[src/rtl/fish_pkg.sv]
// ============================================================================
// Module   : fish_pkg
// Brief    : Shared types and default screen/sprite constants for the fish
//            movement generator, position tracker and renderer.
// Revision : 1.0 - initial release
// ============================================================================
`default_nettype none

package fish_pkg;

  // Life-cycle state of one fish
  typedef enum logic [1:0] {
    ST_IDLE   = 2'd0,
    ST_SWIM   = 2'd1,
    ST_CAUGHT = 2'd2
  } state_e;

  // Swim direction chosen at spawn
  typedef enum logic [1:0] {
    WAY_LEFT  = 2'd0,
    WAY_RIGHT = 2'd1,
    WAY_UP    = 2'd2,
    WAY_RSVD  = 2'd3
  } way_e;

  localparam int DEF_H_MAX  = 640;
  localparam int DEF_V_MAX  = 480;
  localparam int DEF_FISH_W = 32;
  localparam int DEF_FISH_H = 16;

endpackage

`default_nettype wire

[src/rtl/fish_hit_check.sv]
// ============================================================================
// Module   : fish_hit_check
// Brief    : Combinational box-contains-point test. The box spans
//            [x, x+w) by [y, y+h); one extra bit keeps the right/bottom
//            edge sums from wrapping.
// Revision : 1.0 - initial release
// ============================================================================
`default_nettype none

module fish_hit_check #(
  parameter int W = 10
) (
  input  logic [W-1:0] box_x_i,
  input  logic [W-1:0] box_y_i,
  input  logic [W-1:0] box_w_i,
  input  logic [W-1:0] box_h_i,
  input  logic [W-1:0] pt_x_i,
  input  logic [W-1:0] pt_y_i,
  output logic         hit_o
);

  logic [W:0] w_x_end;
  logic [W:0] w_y_end;

  assign w_x_end = {1'b0, box_x_i} + {1'b0, box_w_i};
  assign w_y_end = {1'b0, box_y_i} + {1'b0, box_h_i};

  assign hit_o = (pt_x_i >= box_x_i) && ({1'b0, pt_x_i} < w_x_end) &&
                 (pt_y_i >= box_y_i) && ({1'b0, pt_y_i} < w_y_end);

endmodule

`default_nettype wire

[src/rtl/fish_pos_tracker.sv]
// ============================================================================
// Module   : fish_pos_tracker
// Brief    : Integrates movement-generator step pulses into a registered fish
//            position and runs the spawn/swim/hooked/reel-in/escape cycle.
// Revision : 1.0 - initial release
// ============================================================================
`default_nettype none

module fish_pos_tracker
  import fish_pkg::*;
#(
  parameter int H_MAX  = DEF_H_MAX,
  parameter int V_MAX  = DEF_V_MAX,
  parameter int FISH_W = DEF_FISH_W,
  parameter int FISH_H = DEF_FISH_H
) (
  input  logic       clk,
  input  logic       rst,
  input  logic       appear,
  input  logic [1:0] way,
  input  logic [9:0] spawn_pos,
  input  logic [2:0] hm,
  input  logic [2:0] vm,
  input  logic [9:0] hook_x,
  input  logic [9:0] hook_y,
  input  logic       reel_step,
  output logic [9:0] fish_x,
  output logic [9:0] fish_y,
  output logic       active,
  output logic [1:0] state,
  output logic       caught,
  output logic       escaped,
  output logic       landed
);

  // Largest legal top-left coordinates
  localparam logic [9:0] X_LIM = 10'(H_MAX - FISH_W);
  localparam logic [9:0] Y_LIM = 10'(V_MAX - FISH_H);

  state_e     state_q, state_d;
  way_e       way_q, way_d;
  logic [9:0] x_q, x_d;
  logic [9:0] y_q, y_d;
  logic       appear_q;
  logic       active_q, caught_q, escaped_q, landed_q;
  logic       caught_d, escaped_d, landed_d;

  logic        w_spawn;
  logic        w_hit;
  logic        w_step;
  logic [10:0] w_hm11;
  logic [10:0] w_x_right;
  logic [10:0] w_y_drift;
  logic [9:0]  w_y_clamp;

  assign w_spawn   = appear & ~appear_q;
  assign w_step    = (hm != 3'd0) || (vm != 3'd0);
  assign w_hm11    = {8'd0, hm};
  assign w_x_right = {1'b0, x_q} + w_hm11;
  assign w_y_drift = {1'b0, y_q} + {8'd0, vm};
  assign w_y_clamp = (w_y_drift > {1'b0, Y_LIM}) ? Y_LIM : w_y_drift[9:0];

  fish_hit_check #(.W(10)) u_hit (
    .box_x_i (x_q),
    .box_y_i (y_q),
    .box_w_i (10'(FISH_W)),
    .box_h_i (10'(FISH_H)),
    .pt_x_i  (hook_x),
    .pt_y_i  (hook_y),
    .hit_o   (w_hit)
  );

  // Next state, next position and event pulses
  always_comb begin
    state_d   = state_q;
    way_d     = way_q;
    x_d       = x_q;
    y_d       = y_q;
    caught_d  = 1'b0;
    escaped_d = 1'b0;
    landed_d  = 1'b0;
    case (state_q)
      ST_IDLE: begin
        if (w_spawn && (way != WAY_RSVD)) begin
          state_d = ST_SWIM;
          way_d   = way_e'(way);
          case (way_e'(way))
            WAY_LEFT:  begin x_d = X_LIM;     y_d = spawn_pos; end
            WAY_RIGHT: begin x_d = 10'd0;     y_d = spawn_pos; end
            default:   begin x_d = spawn_pos; y_d = Y_LIM;     end
          endcase
        end
      end
      ST_SWIM: begin
        if (!appear) begin
          state_d = ST_IDLE;
        end else if (w_hit) begin
          state_d  = ST_CAUGHT;
          caught_d = 1'b1;
        end else if (w_step) begin
          case (way_q)
            WAY_LEFT: begin
              if ({1'b0, x_q} < w_hm11) begin
                state_d   = ST_IDLE;
                escaped_d = 1'b1;
              end else begin
                x_d = x_q - {7'd0, hm};
                y_d = w_y_clamp;
              end
            end
            WAY_RIGHT: begin
              if (w_x_right > {1'b0, X_LIM}) begin
                state_d   = ST_IDLE;
                escaped_d = 1'b1;
              end else begin
                x_d = x_q + {7'd0, hm};
                y_d = w_y_clamp;
              end
            end
            WAY_UP: begin
              if ({1'b0, y_q} < w_hm11) begin
                state_d   = ST_IDLE;
                escaped_d = 1'b1;
              end else begin
                y_d = y_q - {7'd0, hm};
              end
            end
            default: state_d = ST_IDLE;
          endcase
        end
      end
      ST_CAUGHT: begin
        if (!appear) begin
          state_d = ST_IDLE;
        end else if (reel_step) begin
          if (y_q == 10'd0) begin
            state_d  = ST_IDLE;
            landed_d = 1'b1;
          end else begin
            y_d = y_q - 10'd1;
          end
        end
      end
      default: state_d = ST_IDLE;
    endcase
  end

  // State, position and pulse registers
  always_ff @(posedge clk or posedge rst) begin
    if (rst) begin
      state_q   <= ST_IDLE;
      way_q     <= WAY_LEFT;
      x_q       <= 10'd0;
      y_q       <= 10'd0;
      appear_q  <= 1'b0;
      active_q  <= 1'b0;
      caught_q  <= 1'b0;
      escaped_q <= 1'b0;
      landed_q  <= 1'b0;
    end else begin
      state_q   <= state_d;
      way_q     <= way_d;
      x_q       <= x_d;
      y_q       <= y_d;
      appear_q  <= appear;
      active_q  <= (state_d != ST_IDLE);
      caught_q  <= caught_d;
      escaped_q <= escaped_d;
      landed_q  <= landed_d;
    end
  end

  assign fish_x  = x_q;
  assign fish_y  = y_q;
  assign state   = state_q;
  assign active  = active_q;
  assign caught  = caught_q;
  assign escaped = escaped_q;
  assign landed  = landed_q;

endmodule

`default_nettype wire

[config.mk]
export PLATFORM = sky130hd
export DESIGN_NAME = fish_pos_tracker
export DESIGN_NICKNAME = d
export VERILOG_FILES = /design/src/rtl/fish_pkg.sv /design/src/rtl/fish_hit_check.sv /design/src/rtl/fish_pos_tracker.sv
export SDC_FILE = /design/constraint.sdc
export NUM_CORES = 1
export LEC_CHECK = 0
export ABC_AREA = 1
export CAP_MARGIN = 25
export CORE_MARGIN = 2
export CORE_UTILIZATION = 35
export CTS_CLUSTER_DIAMETER = 150
export DETAILED_ROUTE_END_ITERATION = 10
export RECOVER_POWER = 100
export SLEW_MARGIN = 20
export SYNTH_ARGS = -nofsm -noshare
export SYNTH_HDL_FRONTEND = slang
export SYNTH_SLANG_ARGS = --single-unit
export TNS_END_PERCENT = 100
[constraint.sdc]
create_clock -name clk -period 4.8 [get_ports clk]
set_input_delay 0.48 -clock clk [delete_from_list [all_inputs] [get_ports clk]]
set_output_delay 0.48 -clock clk [all_outputs]
set_load 0.02 [all_outputs]
### After elaboration in Yosys (flattened, before gate mapping)

Cells that the tools add are included.

| word-level totals | value |
|---|---|
| latch bits | 0 |
| memories | 0 |
| bits in writable memories | 0 |
| register bits | 29 |
| ROM bits | 0 |

| cells by class | value |
|---|---|
| $lt $le $gt $ge | 8 |
| reductions and logical operators | 18 |
| shifts and indexed selects | 0 |
| equal/unequal tests | 18 |
| divide/modulo/power cells | 0 |
| bitwise logic cells | 2 |
| multiply operators | 0 |
| muxes and demuxes | 50 |
| add/sub/neg operators | 8 |

Operators by type and width:

| kind | number |
|---|---|
| 10-bit two-way mux | 18 |
| 10-bit case mux with 2 select lines | 3 |
| 10-bit case mux with 3 select lines | 2 |
| 10-bit by 3-bit adder with 11-bit output | 2 |
| 10-bit by 11-bit < comparator with 1-bit output | 2 |
| 10-bit greater-or-equal comparator | 2 |
| 10-bit by 3-bit < comparator with 1-bit output | 2 |
| 2-bit two-way mux | 10 |
| 10-bit by 3-bit subtractor with 10-bit output | 2 |
| 2-bit != test (second input constant) | 8 |
| 1-bit two-way mux | 14 |
| 2-bit case mux with 3 select lines | 2 |
| 12-bit AND reduction | 1 |
| 10-bit by 5-bit adder with 11-bit output (second input constant) | 1 |
| 10-bit by 6-bit adder with 11-bit output (second input constant) | 1 |
| 11-bit by 10-bit > comparator with 1-bit output (second input constant) | 1 |
| 11-bit by 9-bit > comparator with 1-bit output (second input constant) | 1 |
| 10-bit by 3-bit adder with 10-bit output | 1 |
| 10-bit logical NOT | 1 |
| 10-bit by 1-bit subtractor with 10-bit output (second input constant) | 1 |
| 3-bit != test (second input constant) | 3 |
| 3-bit nonzero test | 3 |
| 8-bit AND reduction | 1 |
| 2-bit by 1-bit == test with 1-bit output (second input constant) | 3 |
| other kinds (12) | 19 |

### Longest topological paths before layout

Gate-level depths: netlist (run 1).

| depth | value |
|---|---|
| depth in word-level cells | 9 |
| depth in mapped cells | 20 |
| gate-level depth less buffers | 20 |

### Hierarchy

Synthesis (run 1) repeated with hierarchy kept, for this count alone.

| second synthesis, totals | value |
|---|---|
| cells, all modules | 808 |
| area total of the unflattened synthesis | 5066.1 µm² |

By module, submodules not included:

| module | cells an instance | times used | area an instance (µm²) |
|---|---|---|---|
| fish_pos_tracker | 521 | 1 | 3209.3 |
| fish_hit_check | 287 | 1 | 1856.8 |

### Worst setup path after synthesis (run 1)

OpenSTA, ideal clock, no wires.

| timing path | value |
|---|---|
| path type | register to register |
| start | reg y_q[4], in the netlist fish_y[4] |
| end | reg y_q[2], in the netlist fish_y[2] |
| arrival | 2.406 ns |
| library setup time | 0.125 ns |
| cell stages (with the launch flop) | 16 |
| slack | 2.269 ns |
| cell sequence | dfrtp_1 > buf_4 > inv_1 > nor2_1 > nand2_1 > xor2_1 > ha_1 > and2_1 > nand3_1 > nor4_1 > nor2_1 > nand3_1 > nand4_2 > buf_6 > nand2_1 > o21ai_1 |

| on the way | value |
|---|---|
| word-level cells in the longest chain between the ends | 9 |
| elaborated cells on any way between the ends | 21 |
| those cells by class | add/sub: 2; order compare: 4; eq/ne: 3; mux: 8; reduce/logical: 4 |

RTL lines:

| element | RTL line | text |
|---|---|---|
| start, declared | fish_pos_tracker.sv:43 | `logic [9:0] y_q, y_d;` |
| start signal, assigned | fish_pos_tracker.sv:164 | `y_q <= y_d;` |
| 10-bit by 3-bit adder with 11-bit output | fish_pos_tracker.sv:60 | `assign w_y_drift = {1'b0, y_q} + {8'd0, vm};` |
| 11-bit by 9-bit > comparator with 1-bit output | fish_pos_tracker.sv:61 | `assign w_y_clamp = (w_y_drift > {1'b0, Y_LIM}) ? Y_LIM : w_y_drift[9:0];` |
| 10-bit two-way mux | fish_pos_tracker.sv:61 |  |
| 10-bit two-way mux (on tied branches) | fish_pos_tracker.sv:112, fish_pos_tracker.sv:103 |  |
| 10-bit case mux with 3 select lines | fish_pos_tracker.sv:101 | `case (way_q)` |
| 10-bit two-way mux | fish_pos_tracker.sv:100 | `end else if (w_step) begin` |
| 10-bit two-way mux | fish_pos_tracker.sv:97 | `end else if (w_hit) begin` |
| 10-bit two-way mux | fish_pos_tracker.sv:95 | `if (!appear) begin` |
| 10-bit case mux with 3 select lines | fish_pos_tracker.sv:82 | `case (state_q)` |

Several ways; a longest one is shown, not always the timed one. The select of a mux whose other input is x is not followed.
A chain may end at the register's enable or synchronous reset.

### Worst setup path in the final report (run 1)

| timing path | value |
|---|---|
| start | reg y_q[4], in the netlist fish_y[4] |
| end | reg y_q[5], in the netlist fish_y[5] |

The elaborated chain is that of the path after synthesis.

==> results of run 1 <==
## flip-flops by register name, summed over array words and instances, names as in the netlist
signal    cells
fish_x       10
state         2
fish_y       10
active        1
escaped       1
landed        1
appear_q      1
way_q         2
caught        1
## worst max-delay path: cells and delay by family, from the launching register on
kind	cells	cell delay (ns)
XOR/XNOR	1	0.17
buffers and inverters	2	0.60
flip-flops	1	0.58
adder cells (fa/ha/maj)	1	0.29
AND/OR/NAND/NOR	10	1.79
## routing by layer
layer / up-vias / part of all wire (%) / wire length (um) / track usage [%]
li1: 2258 / - / - / -
met1: 2029 / 46 / 5990 / 27.6
met2: 128 / 48 / 6270 / 36.1
met3: 17 / 4.4 / 578 / 2.99
met4: 0 / 1.6 / 214 / 4.77
met5: - / 0 / 0 / 0
## cell usage after synthesis (4+ instances only)
master / count / area, um^2
a21oi_1: 42 / 210
a22oi_1: 4 / 30.0
clkbuf_1: 5 / 18.8
dfrtp_1: 29 / 726
fa_1: 4 / 80.1
ha_1: 53 / 663
inv_1: 81 / 304
inv_2: 4 / 15.0
nand2_1: 197 / 739
nand3_1: 39 / 195
nand4_1: 9 / 56.3
nor2_1: 63 / 236
nor3_1: 8 / 40.0
o211ai_1: 4 / 30.0
o21a_1: 4 / 30.0
o21ai_0: 42 / 210
o21ai_1: 11 / 55.1
xor2_1: 7 / 61.3
## through the flow
stage                     setup slack, ns  instance area, um^2  cells
final                                1.31                 4950    854
after global routing                0.906                 4950    854
after CTS                            1.54                 4960    854
after detailed placement             1.35                 4800    846
after global placement               1.41                 4800    846
after floorplan                      2.27                 4030    649
## how the worst max path moves through the flow
stage | startpoint | endpoint | slack (ns) | cells past startpoint
global route | fish_y[4] | fish_y[1] | 0.91 | 14
global placement | hm[1] | fish_y[7] | 1.41 | 17
CTS | fish_y[4] | fish_y[5] | 1.54 | 14
detailed placement | hm[1] | fish_y[5] | 1.35 | 17
floorplan | fish_y[4] | fish_y[2] | 2.27 | 15
finish | fish_y[4] | fish_y[5] | 1.31 | 14
## cell type report
cell class,count,area share [%]
multi-input cells,521,58.5
repair buffers,67,13.5
well taps,143,3.61
inverters,86,6.52
clock inverters,1,0.101
clock buffers,7,3.08
flip-flops and latches,29,14.7
## where the power goes
group | switching, mW | total (mW) | internal (mW)
combinational | 1.30 | 2.01 | 0.702
clock | 0.112 | 0.331 | 0.219
sequential | 0.208 | 0.543 | 0.336
total | 1.62 | 2.88 | 1.26
## cell families after synthesis
logic type | after synthesis | share of synthesized area [%]
compound gates | 124 | 17.3
xor+xnor | 8 | 1.74
simple gates | 331 | 34.3
fa+ha+maj | 57 | 18.4
flops | 29 | 18.0
mux | 1 | 0.248
buf+inv | 99 | 9.96
==> impl_metrics.csv, run 1 <==
group,metric,value,unit
layout,final_cell_mix,"197 x nand2_1, 81 x inv_1, 63 x nor2_1, 53 x ha_1, 47 x o21ai_0",
die,die_y,111,um
cts,cts_made_buffers,5,
die,core,0.0113,mm^2
layout,seqCellArea,726,um^2
cts,ctsLongestPathBuffers,2,
cts,insertion_delay,0.28,ns
hold_path,hp-start,"appear_q",
sta,period_needed,3.49,ns
logic_synthesis,ys_seq_area_share,18.0,%
global_route,grt_overflow_total,0,
cts,cts_resized,0,
hold_path,holdPathEnd,"way_q[1]",
global_route,grt_pass1_vias,4151,
global_route,grtUsageTotal,20.8,%
setup_path,cp-start-kind,"flop",
placement,dp_hpwl,10.7,mm
sta,maxSlewHeadroom,23.0,%
run,drv_cap,0,
setup_path,worst_r2r_endpoint,"fish_y[5]",
cts,clockRootBuffer,"clkbuf_16",
logic_synthesis,synth-main-ff-cell,"dfrtp_1",
setup_path,cp.required,5.02,ns
logic_synthesis,synth-seq-cells,29,
placement,port_buffers,67,
sta,rsz0062_at_grt,"false",
die,die_w,111,um
cts,clkTransAtPathRegs,0.05,ns
status,status,"finished clean",
die,io_pins,68,
cts,cts_hold_buf,0,
setup_path,max_stage_delay,0.58,ns
routing,routedWlPerCell,15.3,um
sta,whs,0.602,ns
cts,cts.sinks,29,
setup_path,r2r_slack,1.31,ns
sta,fin_skew,0.00517,ns
global_route,antenna_found_initial,0,
die,die_area,0.0124,mm^2
routing,viasPerCell,5.19,
setup_path,rr_startpoint,"fish_y[4]",
setup_path,cpMostUsedCell,"nand2_1",
placement,place.gp.congestion,0.924,
die,initial_utilization,35.6,%
logic_synthesis,synth.avg_cell_area,6.22,um^2
sta,setup_viol,0,
pwr,p_per_area,582,mW/mm^2
hold_path,worstHoldPathCells,3,
sta,slew_violations,0,
logic_synthesis,synth_nets,748,
cts,htree_levels,2,
layout,layout_commonest_cell,"nand2_1",
global_route,grt_max_degree,30,
logic_synthesis,ys_types,42,
global_route,grt_pass1_wl,21.2,mm
setup_path,path_cells,"inv_1 > nor2_1 > nand2_1 > xor2_1 > ha_1 > and2_0 > nand3_1 > nor4_1 > nor2_1 > nand3_1 > nand4_1 > inv_1 > nand2_1 > nand2_1",
pwr,p_leak,2.53,nW
sta,worst_pin_slew,1.15,ns
hold_path,hp-class,"flop to flop",
sta,min_period_over_period,72.7,%
layout,drive_above_1_share,2.95,%
layout,antennaDiodeCount,0,
layout,fin_nets,809,
logic_synthesis,async_flop_share,100,%
setup_path,cp_slowest_cell,"dfrtp_1",
layout,nFillCells,1166,
routing,drt-initial-drc-count,381,
routing,drt_pass1_iterations,5,
sta,setup_tns,0,ns
logic_synthesis,synthCells,649,
layout,areaGrowthSynthToFinish,22.7,%
sta,max_freq,287,MHz
pwr,max-vdd-ir-drop,243,uV
routing,antenna_left,0,
setup_path,endpoint_kind,"flop",
layout,fin_util,43.7,%
routing,num_vias,4432,
die,rows,39,
setup_path,path_class,"flop to flop",
routing,remaining_drc_errors,0,
pwr,power,2.88,mW
logic_synthesis,syn_area,0.00403,mm^2
setup_path,arrival,3.70,ns
setup_path,cp_max_fo,16,
logic_synthesis,ys_warn_count,0,
logic_synthesis,synth-edff-count,0,
cts,cts_tree,"done",
sta,finalHoldViolations,0,
cts,postCtsSetupBuffers,0,
layout,multiInputGateArea,0.00289,mm^2
routing,wl,13.0,mm
setup_path,reg2reg_depth,14,
Power figures use the tool's default switching activity.
==> inputs of run 2 (changes only) <==
Clock period 4.8 ns to 3.64 ns, I/O delays scaled along.
==> run 2 against run 1 <==
- critical path depth grew 2
- final cell count increased by 0.70%
- sequential power rose by 25%
- non-clock buffer count grew 6
- worst setup slack worse by 0.90 ns
- first-iteration DRC count is 27% lower
- sequential cell count stayed put
==> impl_metrics.csv, run 2 (same netlist as run 1, synthesis figures left out) <==
group,metric,value,unit
layout,areaGrowthSynthToFinish,24.7,%
setup_path,reg2reg_depth,15,
setup_path,cp_max_fo,16,
sta,worst_pin_slew,1.16,ns
hold_path,holdPathEnd,"fish_x[1]",
cts,clockRootBuffer,"clkbuf_16",
sta,maxSlewHeadroom,22.6,%
cts,insertion_delay,0.28,ns
pwr,p_switching,2.18,mW
setup_path,path_cells,"dlygate4sd3_1 > ha_1 > fa_1 > inv_1 > nand2_1 > nand2_1 > nor2_1 > nand3_1 > nor3_1 > nand3_1 > nand3_1 > a21oi_1 > nand4_2 > inv_1 > nand2_1 > nand2_1",
cts,postCtsSetupBuffers,0,
pwr,power_frac_seq,17.1,%
pwr,p_int,1.79,mW
setup_path,crit_buf_inv,3,
placement,dp_hpwl,10.9,mm
pwr,p_sw_share,54.8,%
sta,setup_viol,0,
layout,nFillCells,1214,
layout,fin_cells,860,
placement,dp.cells,852,
layout,fin_area,0.00503,mm^2
setup_path,endpoint_kind,"flop",
routing,routedWlPerCell,15.6,um
hold_path,worstHoldPathCells,2,
routing,viasPerCell,5.22,
setup_path,max_stage_delay,0.61,ns
die,io_pins,68,
routing,drt-initial-drc-count,280,
sta,setup_tns,0,ns
layout,multiInputGateArea,0.00290,mm^2
global_route,grt_use_met2,37.0,%
die,die_w,111,um
setup_path,cp_slowest_cell,"dlygate4sd3_1",
global_route,grt_pass1_vias,4330,
cts,cts.sinks,29,
layout,layout_commonest_cell,"nand2_1",
pwr,pwr-share-comb,69.2,%
routing,num_vias,4493,
cts,cts_made_buffers,5,
layout,fin_nets,815,
cts,htree_levels,2,
routing,antenna_left,0,
die,die_y,111,um
setup_path,rr_startpoint,"fish_y[4]",
setup_path,crit_family,"simple AND/OR/NAND/NOR gates",
global_route,met1_usage,29.2,%
setup_path,cp-start-kind,"input pin",
setup_path,arrival,3.45,ns
layout,antennaDiodeCount,0,
pwr,max-vdd-ir-drop,382,uV
die,initial_utilization,35.6,%
setup_path,cpMostUsedCell,"nand2_1",
global_route,grtUsageTotal,21.7,%
pwr,p_per_area,789,mW/mm^2
die,core,0.0113,mm^2
global_route,antenna_found_initial,0,
global_route,grt_pass1_wl,22.1,mm
hold_path,hp-start,"fish_x[1]",
placement,port_buffers,67,
sta,slew_violations,0,
sta,rsz0062_at_grt,"false",
routing,remaining_drc_errors,0,
cts,ctsLongestPathBuffers,2,
layout,seqCellArea,726,um^2
sta,max_freq,310,MHz
placement,place.gp.congestion,0.929,
layout,drive_above_1_share,3.77,%
setup_path,worst_r2r_endpoint,"fish_y[7]",
placement,dpl-instance-area,0.00485,mm^2
cts,clkTransAtPathRegs,0.05,ns
global_route,grt_max_degree,30,
global_route,use_met3,3.16,%
sta,finalHoldViolations,0,
hold_path,hp-class,"flop to flop",
die,die_area,0.0124,mm^2
setup_path,path_class,"input pin to flop",
global_route,busiest_layer,"met2",
cts,cts_hold_buf,0,
setup_path,cp.required,3.86,ns
pwr,p_leak,2.57,nW
run,drv_cap,0,
sta,period_needed,3.23,ns
cts,cts_resized,0,
pwr,power_frac_clock,13.7,%
setup_path,r2r_slack,0.50,ns
sta,min_period_over_period,88.7,%
global_route,grt_overflow_total,0,
routing,wl,13.4,mm
cts,cts_tree,"done",
die,rows,39,
routing,drt_pass1_iterations,5,
sta,fin_skew,0.00691,ns
status,status,"finished clean",
layout,final_cell_mix,"197 x nand2_1, 81 x inv_1, 63 x nor2_1, 53 x ha_1, 47 x o21ai_0",
run 2: cell types whose count changed in the layout (fill, tap and decap cells not counted), sizes merged:
cell           before  now
buf                 0    5
bufinv              0    2
clkdlybuf4s50      39   38
clkbuf              7    6
dlygate4sd3        28   29
run 2: power by group through the flow:
stage                     registers [mW]  clock network [mW]  logic [mW]
after CTS                          0.679               0.550        2.78
after detailed placement           0.684                   0        2.76
after global placement             0.684                   0        2.73
after global routing               0.704               0.569        3.11
final                              0.679               0.543        2.75
after floorplan                    0.709                   0        1.85
run 2: worst register-to-register path, stage by stage (launching register included):
cell      delay (ns)
dfrtp_1         0.60
ha_1            0.23
nand2_1         0.08
o21ai_0         0.16
nand2_1         0.11
ha_1            0.30
nand2_1         0.07
inv_1           0.03
o21ai_0         0.15
o211ai_1        0.12
nor2_1          0.32
nand3_1         0.22
nand4_2         0.32
inv_1           0.18
nand2_1         0.10
nand2_1         0.05
run 2: layer usage:
metal / vias to the layer above / wire [um]
li1: 2267 / -
met1: 2093 / 6240
met2: 111 / 6340
met3: 22 / 554
met4: 0 / 253
met5: - / 0
run 2: worst max-delay path by stage:
stage                          from         to  slack, ns  cells past startpoint
final                         hm[0]  fish_y[0]       0.41                     16
after global routing          hm[0]  fish_y[5]       0.13                     16
after CTS                 fish_y[4]  fish_y[3]       0.50                     15
after detailed placement      hm[0]  fish_y[5]       0.28                     18
after global placement        hm[1]  fish_y[7]       0.38                     17
after floorplan           fish_y[4]  fish_y[2]       1.11                     15
run 2: metrics by stage:
step	worst slack (ns)	hold slack, ns	utilization (%)	power, mW
2_1_floorplan	1.11	0.395	-	2.56
3_3_place_gp	0.376	0.587	42.8	3.41
4_1_cts	0.499	0.511	44.5	4.01
6_report	0.410	0.600	44.4	3.97
5_1_grt	0.132	0.648	44.4	4.38
3_5_place_dp	0.283	0.595	42.8	3.45
run 2: layout make-up:
class / count / share of cell area (%)
well taps: 143 / 3.56
clock buffers: 5 / 2.49
inverters: 86 / 6.42
clock inverters: 3 / 1.29
multi-input cells: 521 / 57.7
repair buffers: 73 / 14.2
flip-flops and latches: 29 / 14.4
